<file path="src/rtl/pixel_word_packer.sv">
// Packs the capture-stage byte stream into 32-bit words, tags the first
// word of every frame and buffers words in a small FIFO for the DMA writer.
//
// Ports:
//   clk, rst_n          clock, asynchronous active-low reset
//   enable              when low, input pixels are ignored (flush still works)
//   pix_valid/pix_data  input pixel strobe and byte
//   frame_count         frame index of the current pixel
//   flush               emit the partial word held in the accumulator
//   clear               empty accumulator, zero drop_count, forget frame state
//   out_valid/out_ready valid/ready handshake on the FIFO head
//   out_data/keep/sof/frame  head word, byte mask, first-of-frame, frame index
//   fifo_level          occupied FIFO entries
//   drop_count          saturating count of words lost on a full FIFO
module pixel_word_packer #(
    parameter int FIFO_DEPTH = 8,
    parameter int FIFO_AW    = 3
) (
    input  logic               clk,
    input  logic               rst_n,
    input  logic               enable,
    input  logic               pix_valid,
    input  logic [7:0]         pix_data,
    input  logic [15:0]        frame_count,
    input  logic               flush,
    input  logic               clear,
    output logic               out_valid,
    input  logic               out_ready,
    output logic [31:0]        out_data,
    output logic [3:0]         out_keep,
    output logic               out_sof,
    output logic [15:0]        out_frame,
    output logic [FIFO_AW:0]   fifo_level,
    output logic [15:0]        drop_count
);

    typedef struct packed {
        logic [15:0] frame;
        logic        sof;
        logic [3:0]  keep;
        logic [31:0] data;
    } entry_t;

    localparam logic [FIFO_AW:0] DEPTH_L = (FIFO_AW + 1)'(FIFO_DEPTH);

    function automatic logic [3:0] keep_of(input logic [2:0] n);
        case (n)
            3'd1:    keep_of = 4'b0001;
            3'd2:    keep_of = 4'b0011;
            3'd3:    keep_of = 4'b0111;
            default: keep_of = 4'b1111;
        endcase
    endfunction

    // Packer state
    logic [31:0]      acc_q, acc_d;
    logic [2:0]       cnt_q, cnt_d;
    logic [15:0]      last_frame_q, last_frame_d;
    logic             frame_seen_q, frame_seen_d;
    logic             pend_sof_q, pend_sof_d;
    logic             flush_pend_q, flush_pend_d;
    logic [15:0]      drop_count_q, drop_count_d;

    // FIFO state
    entry_t           mem [FIFO_DEPTH];
    logic [FIFO_AW-1:0] wr_ptr_q, wr_ptr_d;
    logic [FIFO_AW-1:0] rd_ptr_q, rd_ptr_d;
    logic [FIFO_AW:0] level_q, level_d;
    entry_t           head_q, head_d;
    logic             out_valid_q, out_valid_d;

    logic             push;
    entry_t           push_e;
    logic             new_frame;
    logic             pop;
    logic             full;
    logic             wr_en;
    logic [FIFO_AW:0] remain;

    always_comb begin
        acc_d        = acc_q;
        cnt_d        = cnt_q;
        last_frame_d = last_frame_q;
        frame_seen_d = frame_seen_q;
        pend_sof_d   = pend_sof_q;
        flush_pend_d = flush_pend_q;
        drop_count_d = drop_count_q;
        push         = 1'b0;
        push_e       = '0;
        new_frame    = 1'b0;

        if (clear) begin
            acc_d        = '0;
            cnt_d        = '0;
            pend_sof_d   = 1'b0;
            flush_pend_d = 1'b0;
            frame_seen_d = 1'b0;
            drop_count_d = '0;
        end else begin
            // A flush deferred from last cycle goes ahead of this cycle's pixel
            if (flush_pend_q) begin
                flush_pend_d = 1'b0;
                if (cnt_d != 3'd0) begin
                    push        = 1'b1;
                    push_e.data = acc_d;
                    push_e.keep = keep_of(cnt_d);
                    push_e.sof  = pend_sof_d;
                    push_e.frame = last_frame_d;
                    acc_d       = '0;
                    cnt_d       = '0;
                    pend_sof_d  = 1'b0;
                end
            end

            if (enable && pix_valid) begin
                new_frame = !frame_seen_d || (frame_count != last_frame_d);
                if (new_frame) begin
                    // Close out the old frame's partial word first
                    if (cnt_d != 3'd0) begin
                        push         = 1'b1;
                        push_e.data  = acc_d;
                        push_e.keep  = keep_of(cnt_d);
                        push_e.sof   = pend_sof_d;
                        push_e.frame = last_frame_d;
                        acc_d        = '0;
                        cnt_d        = '0;
                    end
                    last_frame_d = frame_count;
                    frame_seen_d = 1'b1;
                    pend_sof_d   = 1'b1;
                end
                acc_d[{cnt_d[1:0], 3'b000} +: 8] = pix_data;
                cnt_d = cnt_d + 3'd1;
                if (cnt_d == 3'd4) begin
                    push         = 1'b1;
                    push_e.data  = acc_d;
                    push_e.keep  = 4'b1111;
                    push_e.sof   = pend_sof_d;
                    push_e.frame = last_frame_d;
                    acc_d        = '0;
                    cnt_d        = '0;
                    pend_sof_d   = 1'b0;
                end
            end

            // Only one push per cycle: a second one is deferred a cycle
            if (flush && cnt_d != 3'd0) begin
                if (push) begin
                    flush_pend_d = 1'b1;
                end else begin
                    push         = 1'b1;
                    push_e.data  = acc_d;
                    push_e.keep  = keep_of(cnt_d);
                    push_e.sof   = pend_sof_d;
                    push_e.frame = last_frame_d;
                    acc_d        = '0;
                    cnt_d        = '0;
                    pend_sof_d   = 1'b0;
                end
            end
        end

        pop   = out_valid_q && out_ready;
        full  = (level_q == DEPTH_L);
        wr_en = push && (!full || pop);

        if (push && full && !pop) begin
            if (drop_count_q != 16'hFFFF) begin
                drop_count_d = drop_count_q + 16'd1;
            end
            // Lost the frame tag: the next word that lands carries it
            if (push_e.sof) begin
                pend_sof_d = 1'b1;
            end
        end

        wr_ptr_d = wr_en ? wr_ptr_q + FIFO_AW'(1) : wr_ptr_q;
        rd_ptr_d = pop ? rd_ptr_q + FIFO_AW'(1) : rd_ptr_q;
        level_d  = level_q;
        if (wr_en && !pop) begin
            level_d = level_q + (FIFO_AW + 1)'(1);
        end else if (!wr_en && pop) begin
            level_d = level_q - (FIFO_AW + 1)'(1);
        end

        // Next head: the incoming word if nothing else remains, else memory
        remain      = level_q - (FIFO_AW + 1)'(pop);
        out_valid_d = (level_d != '0);
        if (level_d == '0) begin
            head_d = '0;
        end else if (remain == '0) begin
            head_d = push_e;
        end else begin
            head_d = mem[rd_ptr_d];
        end
    end

    always_ff @(posedge clk) begin
        if (wr_en) begin
            mem[wr_ptr_q] <= push_e;
        end
    end

    always_ff @(posedge clk or negedge rst_n) begin
        if (!rst_n) begin
            acc_q        <= '0;
            cnt_q        <= '0;
            last_frame_q <= '0;
            frame_seen_q <= 1'b0;
            pend_sof_q   <= 1'b0;
            flush_pend_q <= 1'b0;
            drop_count_q <= '0;
            wr_ptr_q     <= '0;
            rd_ptr_q     <= '0;
            level_q      <= '0;
            head_q       <= '0;
            out_valid_q  <= 1'b0;
        end else begin
            acc_q        <= acc_d;
            cnt_q        <= cnt_d;
            last_frame_q <= last_frame_d;
            frame_seen_q <= frame_seen_d;
            pend_sof_q   <= pend_sof_d;
            flush_pend_q <= flush_pend_d;
            drop_count_q <= drop_count_d;
            wr_ptr_q     <= wr_ptr_d;
            rd_ptr_q     <= rd_ptr_d;
            level_q      <= level_d;
            head_q       <= head_d;
            out_valid_q  <= out_valid_d;
        end
    end

    assign out_valid  = out_valid_q;
    assign out_data   = head_q.data;
    assign out_keep   = head_q.keep;
    assign out_sof    = head_q.sof;
    assign out_frame  = head_q.frame;
    assign fifo_level = level_q;
    assign drop_count = drop_count_q;

endmodule

</file>
<file path="config.mk">
export PLATFORM = sky130hd
export DESIGN_NAME = pixel_word_packer
export DESIGN_NICKNAME = d
export VERILOG_FILES = /design/src/rtl/pixel_word_packer.sv
export SDC_FILE = /design/constraint.sdc
export NUM_CORES = 1
export LEC_CHECK = 0
export CAP_MARGIN = 0
export CORE_ASPECT_RATIO = 0.9
export CORE_MARGIN = 4
export CORE_UTILIZATION = 60
export DETAILED_ROUTE_END_ITERATION = 8
export GPL_TIMING_DRIVEN = 0
export HOLD_SLACK_MARGIN = 0.08
export PLACE_DENSITY = 0.8
export SLEW_MARGIN = 30
export SYNTH_ARGS = -nofsm -noshare
export SYNTH_HDL_FRONTEND = slang
export SYNTH_SLANG_ARGS = --single-unit
</file>
<file path="constraint.sdc">
create_clock -name clk -period 8.8 [get_ports clk]
set_input_delay 1.76 -clock clk [delete_from_list [all_inputs] [get_ports clk]]
set_output_delay 1.76 -clock clk [all_outputs]
set_load 0.005 [all_outputs]
</file>
Word level (Yosys, flattened, before mapping)
Memory sizes are Yosys's and may differ from the RTL's. Cells that the tools add are included.

Bits in registers: 134. RAM bits: 424. Bits of input ports: 31. Word-level logic and storage cells: 137. Memories: 1.

Memory list: mem (depth 8, width 53, rd ports 1, clocked after memory_dff 0, write ports 1, RTL line 65) `entry_t mem [FIFO_DEPTH];`.

$add $sub $neg: 8. Equality and inequality tests: 13. Shift-type cells: 2. Multiplexer cells: 75. Reductions and logical operators: 23.

Operators by type and width (count): $mux 53 (11); $mux 32 (11); $mux 16 (5); $mux 3 (14); $pmux 4 s3 (3); $bwmux 32 (1); $shift 8x7->32 const A (1); $shiftx 8x7->32 (1); $mux 1 (28); $eq 3x2->1 const B (6); $add 16x1->16 const B (1); $ne 16x16->1 (1); $ne 16x16->1 const B (1); $add 3x1->3 const B (3); $eq 3x1->1 const B (3); $reduce_bool 3->1 (3); $logic_and 1x1->1 (8); $logic_not 4->1 (2); $mux 4 (2); $neg 5->7 (1); $add 4x1->4 const B (1); $eq 4x4->1 const B (1); $logic_not 1->1 (4); $reduce_bool 2->1 (2); other kinds (6) (7).

Logic depth before layout (Yosys ltp)
Depth after elaboration: 25. Gate-level depth with buffers: 19.

Least setup slack after synthesis
Ideal clock, no wire load.

Path type: input-to-reg. Start: input frame_count[7]. End: memory mem[2][0] in the netlist's numbering (enable). Arrival time: 8.500 ns. Slack: -0.240 ns. Cell stages on the path: 14. Cells stage by stage: xnor2_1 > nand4_1 > or4_1 > or3_1 > inv_1 > ha_1 > xnor2_1 > a21oi_1 > nand4_1 > o311a_1 > o21bai_4 > buf_6 > or3_1 > nor3b_1.

Longest elaborated chain between the ends: 17. Elaborated cells on any way between the ends: 21.

RTL lines: start: declaration (RTL line 24) `input logic [15:0] frame_count,`; $ne 16x16->1 (*) (RTL line 116) `new_frame = !frame_seen_d || (frame_count != last_frame_d);`; $logic_or 1x1->1 (*) (RTL line 116); $mux 3 (RTL line 117) `if (new_frame) begin`; $mux 3 (RTL line 115) `if (enable && pix_valid) begin`; $mux 3 (RTL line 92) `if (clear) begin`; $add 3x1->3 (RTL line 133) `cnt_d = cnt_d + 3'd1;`; $eq 3x3->1 (RTL line 134) `if (cnt_d == 3'd4) begin`; $mux 3 (RTL line 134); $mux 3 (RTL line 115); $mux 3 (RTL line 92); $reduce_bool 3->1 (RTL line 147) `if (flush && cnt_d != 3'd0) begin`; $logic_and 1x1->1 (RTL line 147); $mux 1 (*) (RTL line 147); $mux 1 (*) (RTL line 92); $logic_and 1x1->1 (*) (RTL line 165) `wr_en = push && (!full || pop);`; $mux 1 (*) (RTL line 199) `if (wr_en) begin`; $mux 1 (not written as such) (*) (RTL line 200) `mem[wr_ptr_q] <= push_e;`; end: declaration (RTL line 65).

Every way passes the cells marked *; elsewhere a longest branch is shown, timed or not. The select of a mux whose other input is x is not followed.

Worst setup path after layout
Start: input frame_count[0]. End: memory mem[0][25] in the netlist's numbering (enable).

The elaborated chain is that of the path after synthesis.

==> flow_summary.toml <==
[global_routing]
grtUsageTotal_pct = 28.4
grt_pass1_wl_mm = 91.6
grt_max_degree = 78
grt_overflow_total = 0
antenna_found_initial = 1
grt_pass1_vias = 14851

[synth]
synth_warnings = 0
yosysTopAreaCellShare_pct = 54.1
synth.yosys.seq_area_share_pct = 68.3
yosys.area.top_type = "edfxtp_1"
synth_seq_cells = 558
synthArstFlopShare_pct = 24.0
synth_flop_cell = "edfxtp_1"
synth_edf_count = 424
synth_area_per_cell_um2 = 16.3
syn_inst = 1445
synthTopCellsByArea = "edfxtp_1 (54%), dfrtp_1 (14%), mux4_2 (10%)"
synthesis.area_um2 = 23500
synth_nets = 1488
synth.distinct_cells = 61

[flow_run]
maxCapViolCount = 0

[min_path]
hp-class = "reg2reg"

[cts]
cts_resized = 0
cts_buffers = 52
post_cts_buffers = 0
cts_hold_buf = 0
cts_root_buffer = "clkbuf_16"
clkLatencyLatePin_ns = 0.61
numClockSinks = 558
cts_tree = "yes"
clk_path_buf_depth = 3
clk_pin_slew_ns = 0.06
htree_levels = 2

[drt]
wl_met1_mm = 23.4
top_layer_used = "met4"
drc = 0
met2WireLength_mm = 28.5
dr.first_iter.drc_count = 1914
dr.pass1.iters = 8
routedWlPerCell_um = 27.0
antenna_left = 0
vias = 14675
route.met3.wl_mm = 6.25
finalWirelength_mm = 60.1
post_drt_via_cell_ratio = 6.61

[timing]
fmax_mhz = 141
setup_viol = 0
finalCriticalPeriod_ns = 7.11
finClkSkew_ns = 0.0198
period_share_pct = 80.8
whs_ns = 0.543
finalHoldViolCount = 0
tightest_slew_ns = 0.975
slew_violations = 0
rsz0062_at_grt = "false"
slew_headroom_pct = 34.5

[setup_path]
slowest_delay_ns = 0.57
crit_fanout = 10
cp_data_required_time_ns = 9.10
path_cells = "clkdlybuf4s50_1, xnor2_1, nand4_1, or4_1, nor2_1, nand2_1, inv_1, ha_1, xnor2_1, a21oi_1, nand4_1, o311a_1, o21bai_4, buf_6, or3_1, nor3_2, buf_4, buf_6, buf_4, buf_4"
arrival_ns = 7.41
crit_path_end_kind = "flip-flop"
crit_type = "in2reg"
cp_slowest_cell = "nor3_2"
critPathLaunchType = "input pin"
cp_common_cell = "buf_4"

[pwr]
vdd.ir_drop.worst_uv = 182
power_leakage_nw = 10.4
power_density_nw_per_um2 = 309

[layout]
syn_to_final_growth_pct = 17.1
nets = 1692
final_common_cell = "edfxtp_1"
mostFrequentLayoutCells = "edfxtp_1 (424), dfrtp_1 (134), nand2_1 (106), mux4_2 (106), nor2_1 (97)"
layout-drive-gt1-share_pct = 17.7
fin_cells = 2221

[place]
port_buffers = 96
hpwl_mm = 39.3
dp.cells = 2119
gp_congestion = 0.887

[floorplan]
die_w_um = 217
die_h_um = 196
die_area_um2 = 42500
num_rows = 68
io_pins = 105
start_util_pct = 61.1
core_um2 = 38500

[outcome]
status = "complete, no violations"
-- cell families (layout without fill, tap and decap cells) --
family          after synthesis  after routing  share of synthesized area, %
compound gates              246            246                          8.31
other cells                   0              3                             0
mux                         197            197                          14.1
simple gates                305            305                          5.97
buf+inv                     109            357                          1.96
xor+xnor                     18             18                         0.702
flops                       558            558                          68.3
fa+ha+maj                    12             12                         0.638
-- where the power goes --
part / internal [mW] / leakage, nW / switching [mW]
Combinational: 1.51 / 3.72 / 1.59
Sequential: 3.10 / 5.85 / 0.111
Clock: 1.25 / 0.822 / 0.980
Total: 5.86 / 10.4 / 2.68
-- state kept, by name, summed over array words and instances, names as in the netlist, 3 cells and up --
register,count
drop_count,16
out_keep,4
last_frame_q,16
mem,424
out_data,32
out_frame,16
fifo_level,4
wr_ptr_q,3
rd_ptr_q,3
cnt_q,3
acc_q,32
-- critical path, delay by kind of cell --
family	cells	cell delay (ns)
XOR/XNOR	2	0.46
buffers and inverters	7	1.75
AO/OA/AOI/OAI	3	0.63
adder cells (fa/ha/maj)	1	0.28
AND/OR/NAND/NOR	7	2.52
-- path summary, 6_finish.rpt --
kind / start / end / slack (ns) / depth (start not counted)
worst max-delay path: frame_count[0] / mem[0][25] / 1.69 / 20
worst min-delay path: drop_count[11] / drop_count[11] / 0.54 / 1
worst max register to register: last_frame_q[0] / mem[0][25] / 3.00 / 19
worst min register to register: drop_count[11] / drop_count[11] / 0.54 / 1
max in group asynchronous: rst_n / out_data[4] / 6.90 / 2
min in group asynchronous: rst_n / last_frame_q[10] / 1.15 / 1
-- Yosys cell counts (10+ instances only) --
library cell / instances
edfxtp_1: 424
dfrtp_1: 134
mux4_2: 106
nand2_1: 106
nor2_1: 99
mux2i_1: 73
a22oi_1: 71
clkbuf_1: 65
o211a_1: 53
o21ai_0: 26
o22a_1: 23
o22ai_1: 20
mux2_2: 18
buf_1: 17
inv_1: 17
nand2b_1: 17
xnor2_1: 15
nor3_1: 13
ha_1: 12
and3_1: 11
nand3_1: 10
-- metrics by stage --
| step | setup TNS, ns | utilization [%] | setup slack [ns] | area, µm² | power (mW) |
|---|---|---|---|---|---|
| floorplan | -9.15 | - | -0.0947 | 23600 | 5.25 |
| global placement | -1459.03 | 65.3 | -5.51 | 25200 | 6.19 |
| detailed placement | 0 | 67.1 | 1.17 | 25800 | 6.30 |
| CTS | 0 | 71.4 | 1.77 | 27500 | 8.55 |
| global route | 0 | 71.5 | 1.45 | 27600 | 8.90 |
| finish | 0 | 71.5 | 1.69 | 27600 | 8.53 |
-- area by class of cell --
class / instances / area [µm²]
Fill cell: 2317 / 11000
Inverter: 18 / 67.6
Buffer: 91 / 404
Multi-Input combinational cell: 778 / 7120
Clock buffer: 74 / 1460
Timing Repair Buffer: 150 / 1550
Clock inverter: 24 / 225
Antenna cell: 3 / 7.51
Sequential cell: 558 / 16100
Tap cell: 525 / 657
-- layer usage --
metal  GRT usage, %  up-vias
met5              0        -
met4           9.29        0
met3           4.71      161
met2           44.8      918
met1           41.6     7461
li1               -     6135
(Power assumes the default switching activity.)
